--- config.mk ---
export PLATFORM = sky130hd
export DESIGN_NAME = tsg_serial_multiplier_flat
export DESIGN_NICKNAME = d
export VERILOG_FILES = /design/src/rtl/tsg_serial_multiplier_if.sv /design/src/rtl/tsg_serial_multiplier.sv /design/src/flat_wrapper.sv
export SDC_FILE = /design/constraint.sdc
export NUM_CORES = 1
export LEC_CHECK = 0
export ABC_AREA = 1
export CAP_MARGIN = 25
export CORE_ASPECT_RATIO = 2
export CORE_MARGIN = 2
export CORE_UTILIZATION = 45
export CTS_BUF_LIST = sky130_fd_sc_hd__clkbuf_4 sky130_fd_sc_hd__clkbuf_8 sky130_fd_sc_hd__clkbuf_16
export CTS_CLUSTER_SIZE = 12
export DETAILED_ROUTE_END_ITERATION = 8
export GPL_TIMING_DRIVEN = 1
export PLACE_DENSITY = 0.67
export SYNTH_ARGS = -nofsm -noshare
export SYNTH_HDL_FRONTEND = slang
export SYNTH_SLANG_ARGS = --single-unit
--- constraint.sdc ---
create_clock -name clk -period 3.4 [get_ports clk]
set_input_delay 0.34 -clock clk [delete_from_list [all_inputs] [get_ports clk]]
set_output_delay 0.34 -clock clk [all_outputs]
set_load 0.05 [all_outputs]
--- src/rtl/tsg_serial_multiplier_if.sv ---
// Request/response bundle between a requester and the phase-driven serial multiplier.
interface tsg_serial_multiplier_if;
    logic        start;
    logic [7:0]  a;
    logic [7:0]  b;
    logic        busy;
    logic        done;
    logic [15:0] product;
    logic        phase_err;

    modport master (
        output start, a, b,
        input  busy, done, product, phase_err
    );

    modport slave (
        input  start, a, b,
        output busy, done, product, phase_err
    );
endinterface

--- src/rtl/tsg_serial_multiplier.sv ---
// 8x8 unsigned shift-add multiplier stepped by the one-hot phase bus T[7:0];
// phase T[i] performs partial-product step i, one rotation per product.
module tsg_serial_multiplier (
    input  logic                          clk,
    input  logic                          reset,
    input  logic [7:0]                    T,
    tsg_serial_multiplier_if.slave        bus
);
    localparam logic [1:0] S_IDLE  = 2'd0;
    localparam logic [1:0] S_ARMED = 2'd1;
    localparam logic [1:0] S_RUN   = 2'd2;
    localparam logic [1:0] S_DONE  = 2'd3;

    logic [1:0]  r_state;
    logic [7:0]  r_a;
    logic [7:0]  r_b;
    logic [15:0] r_acc;
    logic [2:0]  r_idx;
    logic [15:0] r_product;
    logic        r_err;

    logic [15:0] w_term;
    logic [15:0] w_sum;
    logic        w_match;

    // r_idx is zero in ARMED, so the same adder serves step 0 and the RUN steps
    assign w_term  = r_b[r_idx] ? ({8'b0, r_a} << r_idx) : 16'd0;
    assign w_sum   = r_acc + w_term;
    assign w_match = (T == (8'd1 << r_idx));

    always_ff @(posedge clk) begin
        if (reset) begin
            r_state   <= S_IDLE;
            r_a       <= 8'd0;
            r_b       <= 8'd0;
            r_acc     <= 16'd0;
            r_idx     <= 3'd0;
            r_product <= 16'd0;
            r_err     <= 1'b0;
        end else begin
            unique case (r_state)
                S_IDLE, S_DONE: begin
                    if (bus.start) begin
                        r_a     <= bus.a;
                        r_b     <= bus.b;
                        r_acc   <= 16'd0;
                        r_idx   <= 3'd0;
                        r_err   <= 1'b0;
                        r_state <= S_ARMED;
                    end else begin
                        r_state <= S_IDLE;
                    end
                end
                S_ARMED: begin
                    if (T == 8'h01) begin
                        r_acc   <= w_sum;
                        r_idx   <= 3'd1;
                        r_state <= S_RUN;
                    end
                end
                S_RUN: begin
                    if (w_match) begin
                        r_acc <= w_sum;
                        r_idx <= r_idx + 3'd1;
                        if (r_idx == 3'd7) begin
                            r_product <= w_sum;
                            r_state   <= S_DONE;
                        end
                    end else begin
                        r_err   <= 1'b1;
                        r_state <= S_IDLE;
                    end
                end
                default: r_state <= S_IDLE;
            endcase
        end
    end

    assign bus.busy      = (r_state == S_ARMED) || (r_state == S_RUN);
    assign bus.done      = (r_state == S_DONE);
    assign bus.product   = r_product;
    assign bus.phase_err = r_err;
endmodule

--- src/flat_wrapper.sv ---
// flat-port wrapper written by rule: the top's interface ports become plain ports
module tsg_serial_multiplier_flat 
  (clk, reset, T, bus_start, bus_a, bus_b, bus_busy, bus_done, bus_product, bus_phase_err);
  tsg_serial_multiplier_if bus_i ();
  input  logic clk;
  input  logic reset;
  input  logic [7:0] T;
  input wire logic [$bits(bus_i.start)-1:0] bus_start;
  input wire logic [$bits(bus_i.a)-1:0] bus_a;
  input wire logic [$bits(bus_i.b)-1:0] bus_b;
  output wire logic [$bits(bus_i.busy)-1:0] bus_busy;
  output wire logic [$bits(bus_i.done)-1:0] bus_done;
  output wire logic [$bits(bus_i.product)-1:0] bus_product;
  output wire logic [$bits(bus_i.phase_err)-1:0] bus_phase_err;
  assign bus_i.start = bus_start;
  assign bus_i.a = bus_a;
  assign bus_i.b = bus_b;
  assign bus_busy = bus_i.busy;
  assign bus_done = bus_i.done;
  assign bus_product = bus_i.product;
  assign bus_phase_err = bus_i.phase_err;
  tsg_serial_multiplier u_core (.clk(clk), .reset(reset), .T(T), .bus(bus_i));
endmodule
## Word level (Yosys, flattened, before mapping)

Index checks and enable logic that the tools add are counted.

- Flip-flop bits (word level): 54
- Latch bits: 0
- Memory bits (writable): 0
- ROM bits: 0
- Input port bits: 27
- Output and inout port bits: 19
- Logic and storage cells: 51
- Memories: 0

- Add/sub/neg operators: 2
- $mul: 0
- Divide/modulo/power cells: 0
- $lt $le $gt $ge: 1
- Equal/unequal tests: 11
- Shift-type cells: 2
- Multiplexer cells: 19
- Bitwise logic cells: 0
- Reductions and logical operators: 9

Operators by type and width:

| cell | count |
|---|---|
| 16-bit 2-to-1 mux | 4 |
| 16-bit one-hot mux with 3 select lines | 1 |
| 16-bit adder | 1 |
| 8-bit by 3-bit << shifter with 16-bit output | 1 |
| 3-bit 2-to-1 mux | 3 |
| 3-bit one-hot mux with 3 select lines | 1 |
| 3-bit AND reduction | 3 |
| 8-bit by 1-bit == test with 1-bit output (second input constant) | 1 |
| 8-bit == test | 1 |
| 1-bit by 3-bit << shifter with 8-bit output (first input constant) | 1 |
| 2-bit 2-to-1 mux | 3 |
| 2-bit one-hot mux with 3 select lines | 1 |
| 2-bit == test (second input constant) | 2 |
| 3-bit by 4-bit < comparator with 1-bit output (second input constant) | 1 |
| 1-bit 2-to-1 mux | 4 |
| 2-bit by 1-bit inequality test with 1-bit output (second input constant) | 2 |
| 2-bit inequality test (second input constant) | 2 |
| 2-bit AND reduction | 2 |
| 3-bit by 1-bit adder with 3-bit output (second input constant) | 1 |
| 1-bit binary-select mux with 3-bit select | 1 |
| 3-bit == test (second input constant) | 1 |
| 3-bit inequality test (second input constant) | 1 |
| 2-bit by 1-bit == test with 1-bit output (second input constant) | 1 |
| 2-bit zero test | 1 |
| 4 further kinds | 4 |

## Longest topological paths before layout

- Depth in word-level cells: 6
- Mapped depth: 21
- Depth with buffers taken out: 20

## Least setup slack after synthesis

Ideal clock, no wire load.

- Path type: reg-to-reg
- Start point: register u_core.r_idx[0]
- End point: register u_core.r_acc[12]
- Setup time: 0.128 ns
- Data arrival time: 2.470 ns
- Required time: 3.272 ns
- Slack: 0.802 ns
- Cell stages (with the launch flop): 19
- Path buffers: 1
- Period minus slack after synthesis: 2.598 ns
- Cells stage by stage: dfxtp_1 > buf_2 > clkinv_1 > o21ai_0 > o22ai_1 > nand2_1 > nor3_1 > ha_1 > fa_1 > nand2_1 > nand3_1 > nand3_1 > nand2_1 > nand2_1 > nand3_1 > nand2_1 > nor2_1 > nor2_1 > nor2_1

- Word-level cells in the longest chain between the ends: 6

RTL lines:

| item | RTL line | RTL |
|---|---|---|
| from (decl) | tsg_serial_multiplier.sv:18 | `logic [2:0] r_idx;` |
| from (signal assigned) | tsg_serial_multiplier.sv:64 | `r_idx <= r_idx + 3'd1;` |
| 1-bit binary-select mux with 3-bit select | tsg_serial_multiplier.sv:27 | `assign w_term = r_b[r_idx] ? ({8'b0, r_a} << r_idx) : 16'd0;` |
| 1-bit 2-to-1 mux (implied by the code) | tsg_serial_multiplier.sv:27 |  |
| 16-bit 2-to-1 mux | tsg_serial_multiplier.sv:27 |  |
| 16-bit adder | tsg_serial_multiplier.sv:28 | `assign w_sum = r_acc + w_term;` |
| 16-bit 2-to-1 mux (on tied branches) | tsg_serial_multiplier.sv:62, tsg_serial_multiplier.sv:55 |  |
| 16-bit one-hot mux with 3 select lines | tsg_serial_multiplier.sv:41 | `unique case (r_state)` |
| to (signal assigned) | tsg_serial_multiplier.sv:56 | `r_acc <= w_sum;` |
| to (signal assigned) | tsg_serial_multiplier.sv:63 | `r_acc <= w_sum;` |
| to (decl) | tsg_serial_multiplier.sv:17 | `logic [15:0] r_acc;` |

Parallel ways exist; a longest one is shown, timed or not. The select of a mux whose other input is x is not followed.
A chain may end at the register's enable or synchronous reset.

## Worst setup path in the final report

Ends and elaborated chain as after synthesis.

==> metrics.md <==
| Metric | Value |
|---|---|
| Status | finished clean |
| Post-synth cell types | 36 |
| FF+latch count, synth | 54 |
| Post-synth top flop | dfxtp_1 |
| Nets | 695 |
| Max-cap viol count | 0 |
| CTS clk-pin slew, worst paths | 70 ps |
| Post-synth top area share | 28.5% |
| Top-count cell post-synth | nand2_1 |
| Via/cell ratio | 5.15 |
| Post-synthesis mux area share | 0.527% |
| XOR/XNOR Fraction of Synth Area | 2.08% |
| Post-synthesis sequential area ratio | 28.5% |
| Routed met2 length | 6180 um |
| FF-to-FF path depth | 18 |
| Initial Util | 46.1% |
| CTS resizes | 0 |
| # DRC | 0 |
| DIE WIDTH | 69.0 um |
| Type of the worst setup path | flop to flop |
| Post-synth EDFFs | 0 |
| Final Critical Period | 3090 ps |
| Min-delay src | u_core.bus.phase_err |
| Syn_nets | 657 |
| Core Region | 8230 um^2 |
| # port buffers | 45 |
| Crit end category | flop |
| Clk Tree Root Cell | clkbuf_16 |
| Syn Inst Count | 605 |
| Final hold vios | 0 |
| Post-Syn Area | 3800 um^2 |
| Clk_skew | 12.7 ps |
| RSZ-0062 raised after global routing | no |
| Largest family of logic cells by synthesized area | simple AND/OR/NAND/NOR gates |
| Grt total ovfl | 0 |
| Slew margin rel. | 55.9% |
| Power Density | 469 nW/um^2 |
| Number of placed I/O pins | 46 |
| Lkg Pwr | 2.12 nW |
| Crit Path Max Fanout | 11 |
| Via count | 3,824 |
| Sum of negative setup slack | 0 ps |
| Achievable Freq | 0.324 GHz |
| Hold Path Sink | u_core.bus.phase_err |
| WL met3 | 414 um |
| Routed length on met1 | 3770 um |
| Row Count | 47 |
| Routed wire per std cell | 15.1 um |
| H-tree Lvls | 2 |
| Peak supply drop | 342 uV |
| Mean Syn Cell Area | 6.28 um^2 |
| R2r setup slk | 310 ps |
| Dpl cell area | 4280 um^2 |
| Final ANT Viol Nets | 0 |
| CTS tree | yes |
| Yosys synthesis warning count | 0 |
| Critical Path AT | 3320 ps |
| Post-synthesis to final-layout area growth | 16.9% |
| Clk sinks | 54 |
| Startpoint Class | flop |
| Top layer in use | met4 |
| Layout cell share with drive strength beyond 1 | 5.28% |
| Clock buffer depth | 2 |
| WP data required | 3640 ps |
| CTS buffer count | 5 |
| Hold Path Stages | 2 |
| First-pass DRT Iterations | 4 |
| Adder-Cell Fraction of Synth Area | 8.43% |
| Largest net degree at the start of global routing | 30 |
| Total GRT Usage | 25.8% |
| First-pass GRT wire length | 17,400 um |
| GP Congestion | 0.942 |
| Area leader, netlist | dfxtp_1 |
| Post-synth ARST share | 0% |
| ANT cells | 0 |
| Final instance area | 4440 um^2 |
| Crit share post-route | 90.8% |
| Synth Area in Compound Gates | 13.3% |
| Top cells by count, synth | 171 x nand2_1, 105 x nor2_1, 68 x inv_1 |
| Placed Instances | 734 |
| Hpwl dp | 8950 um |
| Clock Latency Late Sink | 300 ps |
| Fin cells | 742 |
| Total Power | 2.08 mW |
| Buffer count from post-CTS setup fixing | 0 |
| # hold bufs at CTS | 0 |
| Die height | 134 um |
| Vias in the first global route | 3,801 |
| Worst Max-Slew Pin Slew | 661 ps |
| DIE AREA | 9230 um^2 |
| # setup viols final | 0 |
| Post-synthesis simple-gate area fraction | 36.2% |
| Hold Crit Class | flop to flop |
| Final Max Slew Viols | 0 |
| Reg2reg start | u_core.r_idx[0] |
| Reg2reg end | u_core.r_acc[12] |
| Initial antenna violation count | 0 |
| Total routed wirelength | 11,200 um |
| Area contributors post-synth | dfxtp_1 28%, nand2_1 17%, nor2_1 10% |
| DRT iter0 DRCs | 178 |
==> sequential cells by signal, summed over array words and instances, names as in the netlist <==
register              flops
u_core.r_b                8
u_core.r_idx              3
u_core.bus.product       16
u_core.r_state            2
u_core.r_acc             16
u_core.bus.phase_err      1
u_core.r_a                8
==> cell usage in the layout (no fill, tap or decap), drive strengths merged <==
cell | Yosys | layout
o22ai | 2 | 2
a31oi | 2 | 2
clkbuf | 10 | 6
nand4 | 7 | 7
nor3 | 6 | 6
nand3b | 2 | 2
xnor2 | 5 | 5
fa | 1 | 1
nand2 | 176 | 176
mux2i | 2 | 2
a21oi | 36 | 36
dfxtp | 54 | 54
buf | 11 | 7
clkdlybuf4s50 | 0 | 45
ha | 24 | 24
or2 | 2 | 2
inv | 71 | 71
and2 | 2 | 2
nor2 | 109 | 109
a21boi | 6 | 6
xor2 | 4 | 4
nand3 | 23 | 23
o21ai | 49 | 49
clkinv | 1 | 3
==> critical path, cell delays in order, from the launching register on <==
cell and delay, ps:
dfxtp_1 410, clkinv_1 280, o21ai_0 250, o22ai_1 100, nand2_1 150, nor3_1 90
ha_1 280, fa_1 480, nand2_1 100, nand3_1 100, nand3_1 100, nand2_1 100
nand2_1 110, nand2_1 60, nand2_1 90, nand2_1 60, nor2_1 130, nor2_1 60
nor2_1 90
==> routing by layer <==
| metal | global-route usage, % | vias up |
|---|---|---|
| met1 | 23.1 | 1687 |
| li1 | - | 1975 |
| met3 | 2.94 | 47 |
| met4 | 17.3 | 0 |
| met5 | 0 | - |
| met2 | 49.4 | 115 |
==> worst max path at each step <==
stage / start / endpoint / slack (ps) / cells past startpoint
final: u_core.r_idx[0] / u_core.r_acc[12] / 310 / 18
after global routing: u_core.r_idx[0] / u_core.r_acc[12] / 30 / 17
after CTS: u_core.r_idx[0] / u_core.r_acc[12] / 310 / 18
after detailed placement: u_core.r_idx[0] / u_core.r_acc[12] / 340 / 18
after global placement: u_core.r_idx[0] / u_core.r_acc[12] / 430 / 18
after floorplan: u_core.r_idx[0] / u_core.r_acc[12] / 800 / 18
==> layout make-up <==
type	count	area, um^2
timing repair buffer	52	503
fill	865	3790
tap	98	123
inverter	72	275
sequential	54	1080
clock buffer	6	139
clock inverter	2	17.5
multi-input combinational	458	2300
==> logic make-up (layout without fill, tap and decap cells) <==
kind of cell,after synthesis,in the layout
XOR/XNOR,9,9
AND/OR/NAND/NOR,327,327
buffers and inverters,93,132
flip-flops,54,54
AO/OA/AOI/OAI,95,95
adder cells (fa/ha/maj),25,25
multiplexers,2,2
==> power breakdown <==
group / internal, mW / leakage, nW / switching [mW]
Combinational: 0.257 / 1.61 / 0.545
Clock: 0.296 / 0.0770 / 0.246
Sequential: 0.686 / 0.440 / 0.0502
Total: 1.24 / 2.12 / 0.842
==> through the flow <==
step / utilization [%] / setup WS, ps / hold slack [ps]
floorplan: - / 802 / 439
global placement: 52.0 / 431 / 454
detailed placement: 52.0 / 336 / 454
CTS: 53.9 / 315 / 465
global route: 53.9 / 31.0 / 491
finish: 53.9 / 313 / 458
No activity file was read; power rests on OpenSTA's default activity.
